**src/rtl/fp_arb_pkg.sv**
```systemverilog
// Shared types and constants for the round-robin floating-point add/sub arbiter.
package fp_arb_pkg;

    localparam int unsigned FP_W = 32;

    typedef enum logic [1:0] {
        IDLE,
        EXEC,
        RESP
    } arb_state_t;

    typedef struct packed {
        logic f;
        logic zero;
        logic over;
        logic under;
    } fp_flags_t;

endpackage

```
**src/rtl/adder_floating_point.sv**
```systemverilog
// Combinational IEEE754 single add/subtract, round-to-nearest-even.
// Denormal inputs are treated as zero; results below the normal range flush to signed zero.
module adder_floating_point
    import fp_arb_pkg::*;
(
    input  logic [FP_W-1:0] a,
    input  logic [FP_W-1:0] b,
    input  logic            sub,
    output logic [FP_W-1:0] result,
    output logic            f,
    output logic            zero,
    output logic            over,
    output logic            under
);

    logic              sa, sb, sl, ss;
    logic [7:0]        ea, eb, el, es, d;
    logic [23:0]       ma, mb, ml, ms;
    logic [49:0]       sh;
    logic [26:0]       al;
    logic [27:0]       sum;
    logic              nan_a, nan_b, inf_a, inf_b;
    logic [4:0]        lz;
    logic [26:0]       n;
    logic signed [9:0] e, ef;
    logic [24:0]       m;
    logic [22:0]       frac;
    logic              rup;

    assign sa    = a[31];
    assign sb    = b[31] ^ sub;
    assign ea    = a[30:23];
    assign eb    = b[30:23];
    assign ma    = (ea == '0) ? '0 : {1'b1, a[22:0]};
    assign mb    = (eb == '0) ? '0 : {1'b1, b[22:0]};
    assign nan_a = (ea == 8'hFF) && (a[22:0] != '0);
    assign nan_b = (eb == 8'hFF) && (b[22:0] != '0);
    assign inf_a = (ea == 8'hFF) && (a[22:0] == '0);
    assign inf_b = (eb == 8'hFF) && (b[22:0] == '0);

    // Order by magnitude so the subtraction below never goes negative.
    assign {sl, el, ml, ss, es, ms} = (a[30:0] >= b[30:0]) ? {sa, ea, ma, sb, eb, mb}
                                                           : {sb, eb, mb, sa, ea, ma};
    assign d   = el - es;
    assign sh  = {ms, 26'd0} >> d;
    assign al  = (d > 8'd26) ? {26'd0, |ms} : {sh[49:24], |sh[23:0]};
    assign sum = (sl ^ ss) ? ({1'b0, ml, 3'b000} - {1'b0, al})
                           : ({1'b0, ml, 3'b000} + {1'b0, al});

    always_comb begin
        result = '0;
        f      = 1'b0;
        zero   = 1'b0;
        over   = 1'b0;
        under  = 1'b0;
        lz     = '0;
        for (int unsigned k = 0; k < 27; k++) begin
            if (sum[k]) begin
                lz = 5'(26 - k);
            end
        end
        if (sum[27]) begin
            n = {sum[27:2], sum[1] | sum[0]};
            e = $signed({2'b00, el}) + 10'sd1;
        end else begin
            n = sum[26:0] << lz;
            e = $signed({2'b00, el}) - $signed({5'd0, lz});
        end
        // n[3] is the result lsb; n[2:0] are guard, round and sticky.
        rup  = n[2] & (n[1] | n[0] | n[3]);
        m    = {1'b0, n[26:3]} + {24'd0, rup};
        ef   = e + $signed({9'd0, m[24]});
        frac = m[24] ? m[23:1] : m[22:0];

        if (nan_a || nan_b || (inf_a && inf_b && (sa != sb))) begin
            result = 32'h7FC0_0000;
            f      = 1'b1;
        end else if (inf_a) begin
            result = {sa, 8'hFF, 23'd0};
        end else if (inf_b) begin
            result = {sb, 8'hFF, 23'd0};
        end else if (sum == '0) begin
            zero = 1'b1;
        end else if (ef >= 10'sd255) begin
            over   = 1'b1;
            result = {sl, 8'hFF, 23'd0};
        end else if (ef <= 10'sd0) begin
            under  = 1'b1;
            zero   = 1'b1;
            result = {sl, 31'd0};
        end else begin
            result = {sl, ef[7:0], frac};
        end
    end

endmodule

```
**src/rtl/rr_arbiter.sv**
```systemverilog
// Round-robin selector: first asserted request at or after the pointer, wrapping.
module rr_arbiter #(
    parameter int unsigned NUM_REQ = 4,
    parameter int unsigned ID_W    = $clog2(NUM_REQ)
) (
    input  logic [NUM_REQ-1:0] req,
    input  logic [ID_W-1:0]    ptr,
    output logic [NUM_REQ-1:0] grant,
    output logic [ID_W-1:0]    idx,
    output logic               any
);

    always_comb begin
        int unsigned c;
        grant = '0;
        idx   = '0;
        any   = 1'b0;
        c     = 0;
        for (int unsigned k = 0; k < NUM_REQ; k++) begin
            c = int'(ptr) + k;
            if (c >= NUM_REQ) begin
                c = c - NUM_REQ;
            end
            if (!any && req[c]) begin
                any      = 1'b1;
                grant[c] = 1'b1;
                idx      = ID_W'(c);
            end
        end
    end

endmodule

```
**src/rtl/fp_addsub_arbiter.sv**
```systemverilog
// Shares one floating-point adder among NUM_REQ requesters with round-robin grants;
// one operation in flight, operands registered before and results after the adder.
module fp_addsub_arbiter
    import fp_arb_pkg::*;
#(
    parameter int unsigned NUM_REQ = 4,
    parameter int unsigned ID_W    = $clog2(NUM_REQ)
) (
    input  logic                    clk,
    input  logic                    rst_n,
    input  logic [NUM_REQ-1:0]      req_valid,
    input  logic [NUM_REQ*FP_W-1:0] req_a,
    input  logic [NUM_REQ*FP_W-1:0] req_b,
    input  logic [NUM_REQ-1:0]      req_sub,
    output logic [NUM_REQ-1:0]      req_ready,
    output logic                    rsp_valid,
    input  logic                    rsp_ready,
    output logic [ID_W-1:0]         rsp_id,
    output logic [FP_W-1:0]         rsp_result,
    output logic                    rsp_f,
    output logic                    rsp_zero,
    output logic                    rsp_over,
    output logic                    rsp_under,
    output logic                    busy
);

    arb_state_t         state, state_nxt;
    logic [ID_W-1:0]    rr_ptr, grant_idx, op_id;
    logic [NUM_REQ-1:0] grant;
    logic               grant_any, accept;
    logic [FP_W-1:0]    op_a, op_b, add_result;
    logic               op_sub;
    logic               add_f, add_zero, add_over, add_under;
    fp_flags_t          rsp_flags;

    rr_arbiter #(
        .NUM_REQ (NUM_REQ),
        .ID_W    (ID_W)
    ) u_rr (
        .req   (req_valid),
        .ptr   (rr_ptr),
        .grant (grant),
        .idx   (grant_idx),
        .any   (grant_any)
    );

    adder_floating_point u_add (
        .a      (op_a),
        .b      (op_b),
        .sub    (op_sub),
        .result (add_result),
        .f      (add_f),
        .zero   (add_zero),
        .over   (add_over),
        .under  (add_under)
    );

    // Grants are gated by rst_n so req_ready reads 0 throughout reset.
    always_comb begin
        state_nxt = state;
        accept    = 1'b0;
        unique case (state)
            IDLE: begin
                if (rst_n && grant_any) begin
                    accept    = 1'b1;
                    state_nxt = EXEC;
                end
            end
            EXEC: state_nxt = RESP;
            RESP: begin
                if (rsp_ready) begin
                    if (rst_n && grant_any) begin
                        accept    = 1'b1;
                        state_nxt = EXEC;
                    end else begin
                        state_nxt = IDLE;
                    end
                end
            end
            default: state_nxt = IDLE;
        endcase
        req_ready = accept ? grant : '0;
    end

    always_ff @(posedge clk or negedge rst_n) begin
        if (!rst_n) begin
            state      <= IDLE;
            rr_ptr     <= '0;
            op_a       <= '0;
            op_b       <= '0;
            op_sub     <= 1'b0;
            op_id      <= '0;
            rsp_valid  <= 1'b0;
            rsp_id     <= '0;
            rsp_result <= '0;
            rsp_flags  <= '0;
        end else begin
            state <= state_nxt;
            if (accept) begin
                rr_ptr <= (grant_idx == ID_W'(NUM_REQ - 1)) ? '0 : grant_idx + ID_W'(1);
                op_a   <= req_a[grant_idx*FP_W +: FP_W];
                op_b   <= req_b[grant_idx*FP_W +: FP_W];
                op_sub <= req_sub[grant_idx];
                op_id  <= grant_idx;
            end
            if (state == EXEC) begin
                rsp_valid  <= 1'b1;
                rsp_id     <= op_id;
                rsp_result <= add_result;
                rsp_flags  <= {add_f, add_zero, add_over, add_under};
            end else if ((state == RESP) && rsp_ready) begin
                rsp_valid <= 1'b0;
            end
        end
    end

    assign rsp_f     = rsp_flags.f;
    assign rsp_zero  = rsp_flags.zero;
    assign rsp_over  = rsp_flags.over;
    assign rsp_under = rsp_flags.under;
    assign busy      = (state != IDLE);

endmodule

```
**config.mk**
```make
export PLATFORM = sky130hd
export DESIGN_NAME = fp_addsub_arbiter
export DESIGN_NICKNAME = d
export VERILOG_FILES = /design/src/rtl/fp_arb_pkg.sv /design/src/rtl/adder_floating_point.sv /design/src/rtl/rr_arbiter.sv /design/src/rtl/fp_addsub_arbiter.sv
export SDC_FILE = /design/constraint.sdc
export NUM_CORES = 1
export LEC_CHECK = 0
export ABC_AREA = 1
export CORE_ASPECT_RATIO = 0.5
export CORE_MARGIN = 4
export CORE_UTILIZATION = 56
export DETAILED_ROUTE_END_ITERATION = 8
export DONT_BUFFER_PORTS = 1
export MAX_ROUTING_LAYER = met4
export PLACE_DENSITY_LB_ADDON = 0.3
export SYNTH_ARGS = -nofsm -noshare
export SYNTH_HDL_FRONTEND = slang
export SYNTH_SLANG_ARGS = --single-unit
```
**constraint.sdc**
```tcl
create_clock -name clk -period 10.8 [get_ports clk]
set_clock_uncertainty 0.15 [all_clocks]
set_input_delay 1.08 -clock clk [delete_from_list [all_inputs] [get_ports clk]]
set_output_delay 1.08 -clock clk [all_outputs]
set_load 0.02 [all_outputs]
```
# --- Word-level counts from Yosys, hierarchy flattened ---
# Index checks and enable logic that the tools add are counted.
classes:
  addsub: 15
  mul: 0
  div_mod_pow: 0
  magnitude_cmp: 17
  eq_ne: 8
  shift: 4
  muxes: 102
  n_bitwise: 9
  n_reduce_logical: 33
op_table:
  columns: ["op", "count"]
  rows:
  - ["2-to-1 mux 32 bit", 8]
  - ["indexed part select 128 x 8 -> 32 bit", 2]
  - ["2-to-1 mux 5 bit", 27]
  - [">= comparator 32 x 1 -> 1 bit, second input constant", 4]
  - ["less-than comparator 32 x 3 -> 1 bit, second input constant", 4]
  - [">= comparator 32 x 3 -> 1 bit, second input constant", 3]
  - ["subtractor 32 x 3 -> 32 bit, second input constant", 3]
  - ["2-to-1 mux 66 bit", 1]
  - ["2-to-1 mux 31 bit", 2]
  - ["2-to-1 mux 27 bit", 2]
  - ["right shift 50 x 8 -> 50 bit", 1]
  - ["2-to-1 mux 24 bit", 2]
  - ["OR reduction 24 bit", 2]
  - ["logical NOT 23 bit", 2]
  - ["nonzero test 23 bit", 2]
  - ["2-to-1 mux 1 bit", 34]
  - [">= comparator 31 bit", 1]
  - ["adder 27 x 27 -> 28 bit", 1]
  - ["logical NOT 28 bit", 1]
  - ["2-to-1 mux 28 bit", 1]
  - ["subtractor 27 x 27 -> 28 bit", 1]
  - ["<< shifter 27 x 5 -> 27 bit", 1]
  - ["adder 24 x 1 -> 25 bit", 1]
  - ["2-to-1 mux 23 bit", 1]
  - ["36 further kinds", 81]
word_totals:
  ff_bits: 110
  latchBits: 0
  mem_bits_rw: 0
  rom_bits: 0
  out_inout_bits: 44
  word_cells: 201
  n_memories: 0

# --- Depth between registers and ports, before layout ---
# Gate-level depths: netlist of the first run.
logic_depth:
  depth_word: 50
  mapped_depth: 99
  mapped_depth_nobuf: 95

# --- Hierarchy ---
# From an unflattened synthesis of the first run, not the netlist that was laid out.
hier_totals:
  cells_unflattened: 3298
  hier_area_um2: 17877.1
by_module_without_submodules:
  columns: ["mod", "n_inst", "cells_each", "area_each_um2", "seq_area_each_um2"]
  rows:
  - ["adder_floating_point", 1, 1985, 10153.5, 0.0]
  - ["fp_addsub_arbiter", 1, 1236, 7245.7, 2752.6]
  - ["rr_arbiter", 1, 77, 478.0, 0.0]

# --- Worst setup path before layout of the first run ---
# OpenSTA, ideal clock, no wires.
synth_timing:
  kind: "register -> register"
  start: "register op_b[26]"
  end: "register rsp_result[14]"
  t_arrival_ns: 10.088
  required_time_ns: 10.584
  slack_ns: 0.496
  path_stages_with_launch: 87
  period_less_slack_ns: 10.304
  path_cell_list: "dfrtp_1 inv_1 ha_1 buf_2 nand2_1 inv_1 nand2_1 nand2_1 a21oi_1 nand2_1 nor2_4 nand2_2 nand2_1 nand3_1 ha_1 a21o_2 a21oi_2 o221ai_1 (+51 left out) nand3b_1 nor4_1 ha_1 ha_1 nand2_1 nor2_1 or3b_2 nor3_1 xnor2_1 inv_1 nand2_1 nand2_1 nand2_1 nand2_1 nor2_1 buf_2 nand3_1 nand2_1"
synth_between:
  elab_chain_len: 49
synth_rtl:
  columns: ["item", "line", "rtl"]
  rows:
  - ["start: declaration", "fp_addsub_arbiter.sv:31", "logic [FP_W-1:0] op_a, op_b, add_result;"]
  - ["start signal: assignment", "fp_addsub_arbiter.sv:102", "op_b <= req_b[grant_idx*FP_W +: FP_W];"]
  - [">= comparator 31 bit or logical NOT 8 bit (tied branches)", "adder_floating_point.sv:42, adder_floating_point.sv:35", null]
  - ["2-to-1 mux 66 bit or 2-to-1 mux 24 bit (tied branches)", "adder_floating_point.sv:42, adder_floating_point.sv:35", null]
  - ["subtractor 8 bit or 2-to-1 mux 66 bit (tied branches)", "adder_floating_point.sv:44, adder_floating_point.sv:42", null]
  - ["right shift 50 x 8 -> 50 bit", "adder_floating_point.sv:45", "assign sh = {ms, 26'd0} >> d;"]
  - ["OR reduction 24 bit", "adder_floating_point.sv:46", "assign al = (d > 8'd26) ? {26'd0, |ms} : {sh[49:24], |sh[23:0]};"]
  - ["2-to-1 mux 27 bit", "adder_floating_point.sv:46", null]
  - ["adder 27 x 27 -> 28 bit or subtractor 27 x 27 -> 28 bit (tied branches)", "adder_floating_point.sv:48, adder_floating_point.sv:47", null]
  - ["2-to-1 mux 28 bit", "adder_floating_point.sv:47", "assign sum = (sl ^ ss) ? ({1'b0, ml, 3'b000} - {1'b0, al})"]
  - ["(+33 left out)", null, null]
  - ["adder 10 x 2 -> 10 bit", "adder_floating_point.sv:72", "ef = e + $signed({9'd0, m[24]});"]
  - ["<= comparator 10 x 1 -> 1 bit", "adder_floating_point.sv:87", "end else if (ef <= 10'sd0) begin"]
  - ["2-to-1 mux 31 bit", "adder_floating_point.sv:87", null]
  - ["2-to-1 mux 31 bit", "adder_floating_point.sv:84", "end else if (ef >= 10'sd255) begin"]
  - ["2-to-1 mux 32 bit", "adder_floating_point.sv:82", "end else if (sum == '0) begin"]
  - ["2-to-1 mux 32 bit", "adder_floating_point.sv:80", "end else if (inf_b) begin"]
  - ["2-to-1 mux 32 bit", "adder_floating_point.sv:78", "end else if (inf_a) begin"]
  - ["2-to-1 mux 32 bit (*)", "adder_floating_point.sv:75", "if (nan_a || nan_b || (inf_a && inf_b && (sa != sb))) begin"]
  - ["end signal: assignment", "fp_addsub_arbiter.sv:109", "rsp_result <= add_result;"]
  - ["end: declaration", "fp_addsub_arbiter.sv:19", "output logic [FP_W-1:0] rsp_result,"]
# Mark *: on every way between the ends. The rest lies on a longest branch, timed or not.
# A chain may end at the register's enable or synchronous reset.

# --- Final worst setup path of the first run ---
layout_timing:
  start: "register op_a[3]"
  end: "register rsp_result[20]"
layout_between:
  elab_chain_len: 49
layout_rtl:
  columns: ["item", "line", "rtl"]
  rows:
  - ["start: declaration", "fp_addsub_arbiter.sv:31", null]
  - ["start signal: assignment", "fp_addsub_arbiter.sv:101", "op_a <= req_a[grant_idx*FP_W +: FP_W];"]
  - [">= comparator 31 bit", "adder_floating_point.sv:42", "assign {sl, el, ml, ss, es, ms} = (a[30:0] >= b[30:0]) ? {sa, ea, ma, sb, eb, mb}"]
  - ["2-to-1 mux 66 bit", "adder_floating_point.sv:42", null]
  - ["subtractor 8 bit", "adder_floating_point.sv:44", "assign d = el - es;"]
  - ["right shift 50 x 8 -> 50 bit", "adder_floating_point.sv:45", null]
  - ["OR reduction 24 bit", "adder_floating_point.sv:46", null]
  - ["2-to-1 mux 27 bit", "adder_floating_point.sv:46", null]
  - ["adder 27 x 27 -> 28 bit or subtractor 27 x 27 -> 28 bit (tied branches)", "adder_floating_point.sv:48, adder_floating_point.sv:47", null]
  - ["2-to-1 mux 28 bit", "adder_floating_point.sv:47", null]
  - ["(+33 left out)", null, null]
  - ["adder 10 x 2 -> 10 bit", "adder_floating_point.sv:72", null]
  - ["<= comparator 10 x 1 -> 1 bit", "adder_floating_point.sv:87", null]
  - ["2-to-1 mux 31 bit", "adder_floating_point.sv:87", null]
  - ["2-to-1 mux 31 bit", "adder_floating_point.sv:84", null]
  - ["2-to-1 mux 32 bit", "adder_floating_point.sv:82", null]
  - ["2-to-1 mux 32 bit", "adder_floating_point.sv:80", null]
  - ["2-to-1 mux 32 bit", "adder_floating_point.sv:78", null]
  - ["2-to-1 mux 32 bit (*)", "adder_floating_point.sv:75", null]
# Marked as above.

==> reports/qor.csv, run 1 <==
metric,value,unit
end of the critical path,rsp_result[20]$_DFFE_PN0P_,
RSZ-0062 raised after global routing,true,
post-synthesis register bit count,110,
largest net degree at the start of global routing,131,
FF-to-FF End,rsp_result[20]$_DFFE_PN0P_,
failing checks,"DRC, setup timing",
post-synthesis cell area,16400,sq um
Final setup viols,12,
Clock transition at path regs,0.09,ns
"Slowest-stage cell, CP",xor2_1,
GRT Total Usage,41.34,%
"Data arrival, critical path",10.99,ns
I/O Buffers,0,
Crit. Startpoint,op_a[3]$_DFFE_PN0P_,
Synth Area per Inst,5.740,sq um
Max-cap violations,0,
drt via density,6.260,
Synth Flop Type,dfrtp_1,
Root Driver,clkbuf_16,
CP Capture Type,flop,
Filler cells,2200,
Crit path top cell by count,nand2_1,
num rows,43,
total number of vias,22600,
TritonCTS Buffers,9,
final RePlAce weighted congestion,1.055,
initial antenna violation count,2,
top-area cell type share of the netlist area,21.65,%
Post-DRT Antenna Nets,0,
fin crit period,10.89,ns
CP Class,reg -> reg,
CTS max path bufs,2,
worst slew pin tran,1.135,ns
"commonest non-fill, non-tap cell in the layout",nand2_1,
DRT Wirelength,72.93,mm
Area Growth Syn to Fin,33.58,%
Final Hold Fails,0,
area of the multi-input gates,13410,sq um
hold_buf cts,0,
Initial Util,58.08,%
synth top area cells,"nand2_1 (22%), dfrtp_1 (17%), nand3_1 (15%), ha_1 (7.2%), inv_1 (5.8%)",
Max Freq,0.09181,GHz
worst r2r path cells,75,
clk_lat worst skew,0.38,ns
RR Startpoint,op_a[3]$_DFFE_PN0P_,
period utilization,100.8,%
Setup WS pre-CTS,-0.8529,ns
vias in the first global route,19580,
CTS tree,built,
IO Pins,311,
DPL Wire Length,55.63,mm
Min-Delay Path Class,in -> async,
core box area,28250,sq um
Reg area,2753,sq um
yosys warns,0,
GR Overflow Total,0,
die area,32260,sq um
Sink Count,110,
layout cells sized above 1,27.98,%
worst endpoint required time,10.90,ns
ys async rst share,100.0,%
initial drt markers,3131,
Die Ht,129.0,um
Syn Nets,3221,
TritonRoute pass-1 iters,9,
first-pass GRT wire length,104.2,mm
Synth Instances,2858,
die width,250.1,um
Synth area leader,nand2_1,
DRC errors left,12,
Max Slew Vio Count,0,
setup ws final,-0.09169,ns
most frequent cells in the layout,"nand2_1 (881), buf_4 (453), nand3_1 (401)",
Reg2Reg Setup Slack,-0.09,ns
Post-synth EDFFs,0,
crit start category,flop,
worst-path maximum fanout,11,
Finished Core Util,77.58,%
status,finished with violations,
Worst path max stage delay,0.88,ns
slew margin rel.,24.37,%
Unique masters post-synth,68,
Final Net Count,3585,
Avg WL per Cell,20.20,um
sequential-to-total area share from yosys stat,16.78,%
H-tree Lvls,3,
[per-stage QoR]
stage                     instance area (sq um)  hold WS, ns  instances  TNS [ns]
after floorplan                           16400       0.3281       2858         0
after global placement                    19750       0.3782       3552    -8.373
after detailed placement                  19750       0.4182       3552    -17.79
after CTS                                 20320       0.2371       3577         0
after global routing                      21910       0.2311       3611    -14.62
final                                     21910       0.2390       3611   -0.3952
[kinds of logic (layout without fill, tap and decap cells)]
family	Yosys count	in the layout	synth area share [%]
flip-flops	110	110	16.78
buffers and inverters	427	793	10.46
AND/OR/NAND/NOR	1788	1791	48.37
AO/OA/AOI/OAI	395	395	14.32
other	0	2	0
adder cells (fa/ha/maj)	96	96	7.414
XOR/XNOR	42	42	2.654
[worst min-delay path by stage]
stage	end	slack [ns]	cells past startpoint
2_1_floorplan	op_id[0]$_DFFE_PN0P_	0.33	2
3_3_place_gp	state[1]$_DFFE_PN0P_	0.38	3
3_5_place_dp	state[1]$_DFFE_PN0P_	0.42	2
4_1_cts	rsp_result[11]$_DFFE_PN0P_	0.24	0
5_1_grt	rsp_result[11]$_DFFE_PN0P_	0.23	0
6_report	rsp_result[11]$_DFFE_PN0P_	0.24	0
[layer usage]
metal | GRT usage [%] | vias to the layer above | share of wire, %
li1 | - | 10290 | -
met1 | 53.50 | 10380 | 39
met2 | 64.15 | 1581 | 44
met3 | 8.343 | 358 | 11
met4 | 16.88 | 0 | 5.7
met5 | - | - | 0
[worst max-delay path: cells and delay by family (launching register included)]
family	cells	cell delay, ns
DFF	1	0.40
AOI/OAI and AO/OA	12	1.55
and+or+nand+nor	42	4.63
adders and majority gates	5	1.48
xor gates and xnor gates	3	1.18
buffers and inverters	13	1.35
[layout make-up]
type                            instances  share of cell area, %
Multi-Input combinational cell       2324                  61.18
Timing Repair Buffer                  482                  17.58
Sequential cell                       110                  12.56
Inverter                              295                  5.202
Tap cell                              382                  2.181
Clock buffer                           10                  1.045
Clock inverter                          6                 0.2341
Antenna cell                            2                0.02284
[registers in the layout, summed over array words and instances, names as in the netlist, named ones only]
name / cells
rsp_result: 32
rsp_under: 1
rsp_valid: 1
rsp_f: 1
state: 2
op_a: 32
rsp_over: 1
op_sub: 1
rsp_id: 2
op_b: 32
rsp_zero: 1
rr_ptr: 1
op_id: 2
[Yosys cell counts (6+ instances only)]
master and number:
nand3_1 487, o22ai_1 89, buf_1 7, nor2_2 10
ha_1 94, inv_1 252, xor2_1 23, nand2_1 946
nand2_2 25, o31ai_1 6, or2_2 6, clkbuf_1 81
o21ai_0 97, inv_2 35, dfrtp_1 110, nand4_1 60
nor2_1 171, nor4_1 15, xnor2_1 13, buf_2 34
nor3_1 26, buf_6 8, nand3_2 12, a22oi_1 9
a21oi_1 81, clkinv_1 7, o211ai_1 6, o21ai_1 24
a31oi_1 38
[what timing repair did]
item | in CTS | in global routing
cloned | 1 | 5
hold endpoints to repair | 0 | 0
endpoints found under the setup margin | 32 | 34
resized for setup | 47 | 320
pin swaps | 18 | 104
buffers inserted | 8 | 27
Power of run 1 is not shown: default switching activity piles up to over one toggle a cycle in this logic, so the estimate is an artifact.
==> inputs of run 2 (changes only) <==
- clock period: 10.8 -> 13.4 ns (I/O delays scaled with it)
==> run 2 against run 1 <==
The flow now finishes without violations. Register-to-register slack gained 1.3 ns. Highest routed layer unchanged. Sequential cell count unchanged. Utilization decreased by 18 points. Non-clock buffer count fell by 446. Die area unchanged. Sequential share of layout area increased by 3.7 points. Via count shrank 13%. First-iteration DRC count fell by 19%. Fmax down 11%. Final cell count decreased by 12%.
==> reports/qor.csv, run 2 (same netlist as run 1, synthesis figures left out) <==
metric,value,unit
RSZ-0062 raised after global routing,false,
CTS tree,built,
Max Freq,0.08215,GHz
GRT Total Usage,37.45,%
Max Slew Vio Count,0,
H-tree Lvls,3,
hold_buf cts,0,
largest net degree at the start of global routing,112,
Post-DRT Antenna Nets,0,
status,"complete, no violations",
most frequent cells in the layout,"nand2_1 (944), nand3_1 (487), inv_1 (251)",
core box area,28250,sq um
crit start category,flop,
Sink Count,110,
initial drt markers,2527,
worst slew pin tran,0.9536,ns
layout cells sized above 1,7.012,%
Max-cap violations,0,
TritonCTS Buffers,9,
TritonRoute pass-1 iters,6,
CP Class,reg -> reg,
CP Capture Type,flop,
DRT Wirelength,61.90,mm
"Data arrival, critical path",12.30,ns
DPL Wire Length,49.22,mm
"Slowest-stage cell, CP",or3b_2,
IO Pins,311,
top flop regs,"op_a: 32 flops, op_b: 32 flops, rsp_result: 32 flops",
Area Growth Syn to Fin,3.325,%
setup TNS,0,ns
die width,250.1,um
final RePlAce weighted congestion,1.077,
vias in the first global route,17220,
Clock transition at path regs,0.08,ns
I/O Buffers,0,
CTS max path bufs,2,
Min-Delay Path Class,reg -> reg,
worst endpoint required time,13.53,ns
Final Net Count,3139,
Initial Util,58.08,%
die area,32260,sq um
Crit path top cell by count,nand2_1,
GR Overflow Total,0,
drt via density,6.236,
Avg WL per Cell,19.56,um
DRC errors left,0,
period utilization,90.84,%
Final setup viols,0,
initial antenna violation count,1,
Worst path max stage delay,0.50,ns
clk_lat worst skew,0.38,ns
Die Ht,129.0,um
num rows,43,
Root Driver,clkbuf_16,
fin crit period,12.17,ns
Filler cells,2887,
worst-path maximum fanout,20,
slew margin rel.,36.36,%
"commonest non-fill, non-tap cell in the layout",nand2_1,
total number of vias,19730,
first-pass GRT wire length,94.55,mm
Final Hold Fails,0,
==> run 2: changes by cell type in the layout (fill, tap and decap cells not counted), moves of 20 or more <==
cell,change
ha_4,-21
nor2_1,+20
nand2_2,-46
nand3_2,-81
nand3_1,+86
buf_4,-419
inv_1,+28
inv_2,-22
nand2_1,+63
ha_1,+26
==> run 2: critical path: cells and delay by family (launching register included) <==
family                   cells  cell delay, ns
AND/OR/NAND/NOR             48            6.13
AO/OA/AOI/OAI               11            1.81
XOR/XNOR                     2            0.44
buffers and inverters       13            1.47
flip-flops                   1            0.47
adder cells (fa/ha/maj)      6            1.54
==> run 2: final timing paths <==
kind / start / to / slack [ns] / cells after the start
hold reg to reg: state[0]$_DFFE_PN0P_ / state[1]$_DFFE_PN0P_ / 0.41 / 3
max in group asynchronous: rst_n / op_b[10]$_DFFE_PN0P_ / 12.26 / 0
setup / recovery: op_b[27]$_DFFE_PN0P_ / rsp_result[18]$_DFFE_PN0P_ / 1.23 / 80
setup reg to reg: op_b[27]$_DFFE_PN0P_ / rsp_result[18]$_DFFE_PN0P_ / 1.23 / 80
min in group asynchronous: rst_n / rsp_result[11]$_DFFE_PN0P_ / 0.50 / 0
hold / removal: state[0]$_DFFE_PN0P_ / state[1]$_DFFE_PN0P_ / 0.41 / 3
==> run 2: layer usage <==
metal / GRT usage (%) / vias up / part of all wire (%)
li1: - / 9402 / -
met1: 52.41 / 9013 / 44
met2: 54.44 / 1147 / 42
met3: 6.318 / 168 / 9.9
met4: 14.43 / 0 / 4.1
met5: - / - / 0
==> run 2: area by class of cell <==
cell class | instances | area [sq um] | share of cell area (%)
Antenna cell | 1 | 2.502 | 0.01476
Clock buffer | 10 | 229.0 | 1.351
Tap cell | 382 | 478.0 | 2.820
Inverter | 295 | 1117 | 6.592
Multi-Input combinational cell | 2324 | 12030 | 70.99
Sequential cell | 110 | 2753 | 16.24
Clock inverter | 6 | 51.30 | 0.3027
Timing Repair Buffer | 36 | 286.5 | 1.690
==> run 2: per-stage QoR <==
stage	instance area (sq um)	hold slack, ns	cells	util, %	worst slack (ns)
after floorplan	16400	0.3281	2858	-	3.096
after global placement	16550	0.3801	3141	58.59	1.060
after detailed placement	16550	0.4132	3141	58.59	0.7451
after CTS	16830	0.4163	3157	59.58	0.7020
after global routing	16950	0.4484	3164	60.01	0.007718
final	16950	0.4139	3164	60.01	1.227
==> run 2: what timing repair did <==
item | in CTS | in global routing
setup buffers | 0 | 3
resized for setup | 0 | 15
endpoints found under the setup margin | 0 | 32
Power of run 2 is left out for the same reason.
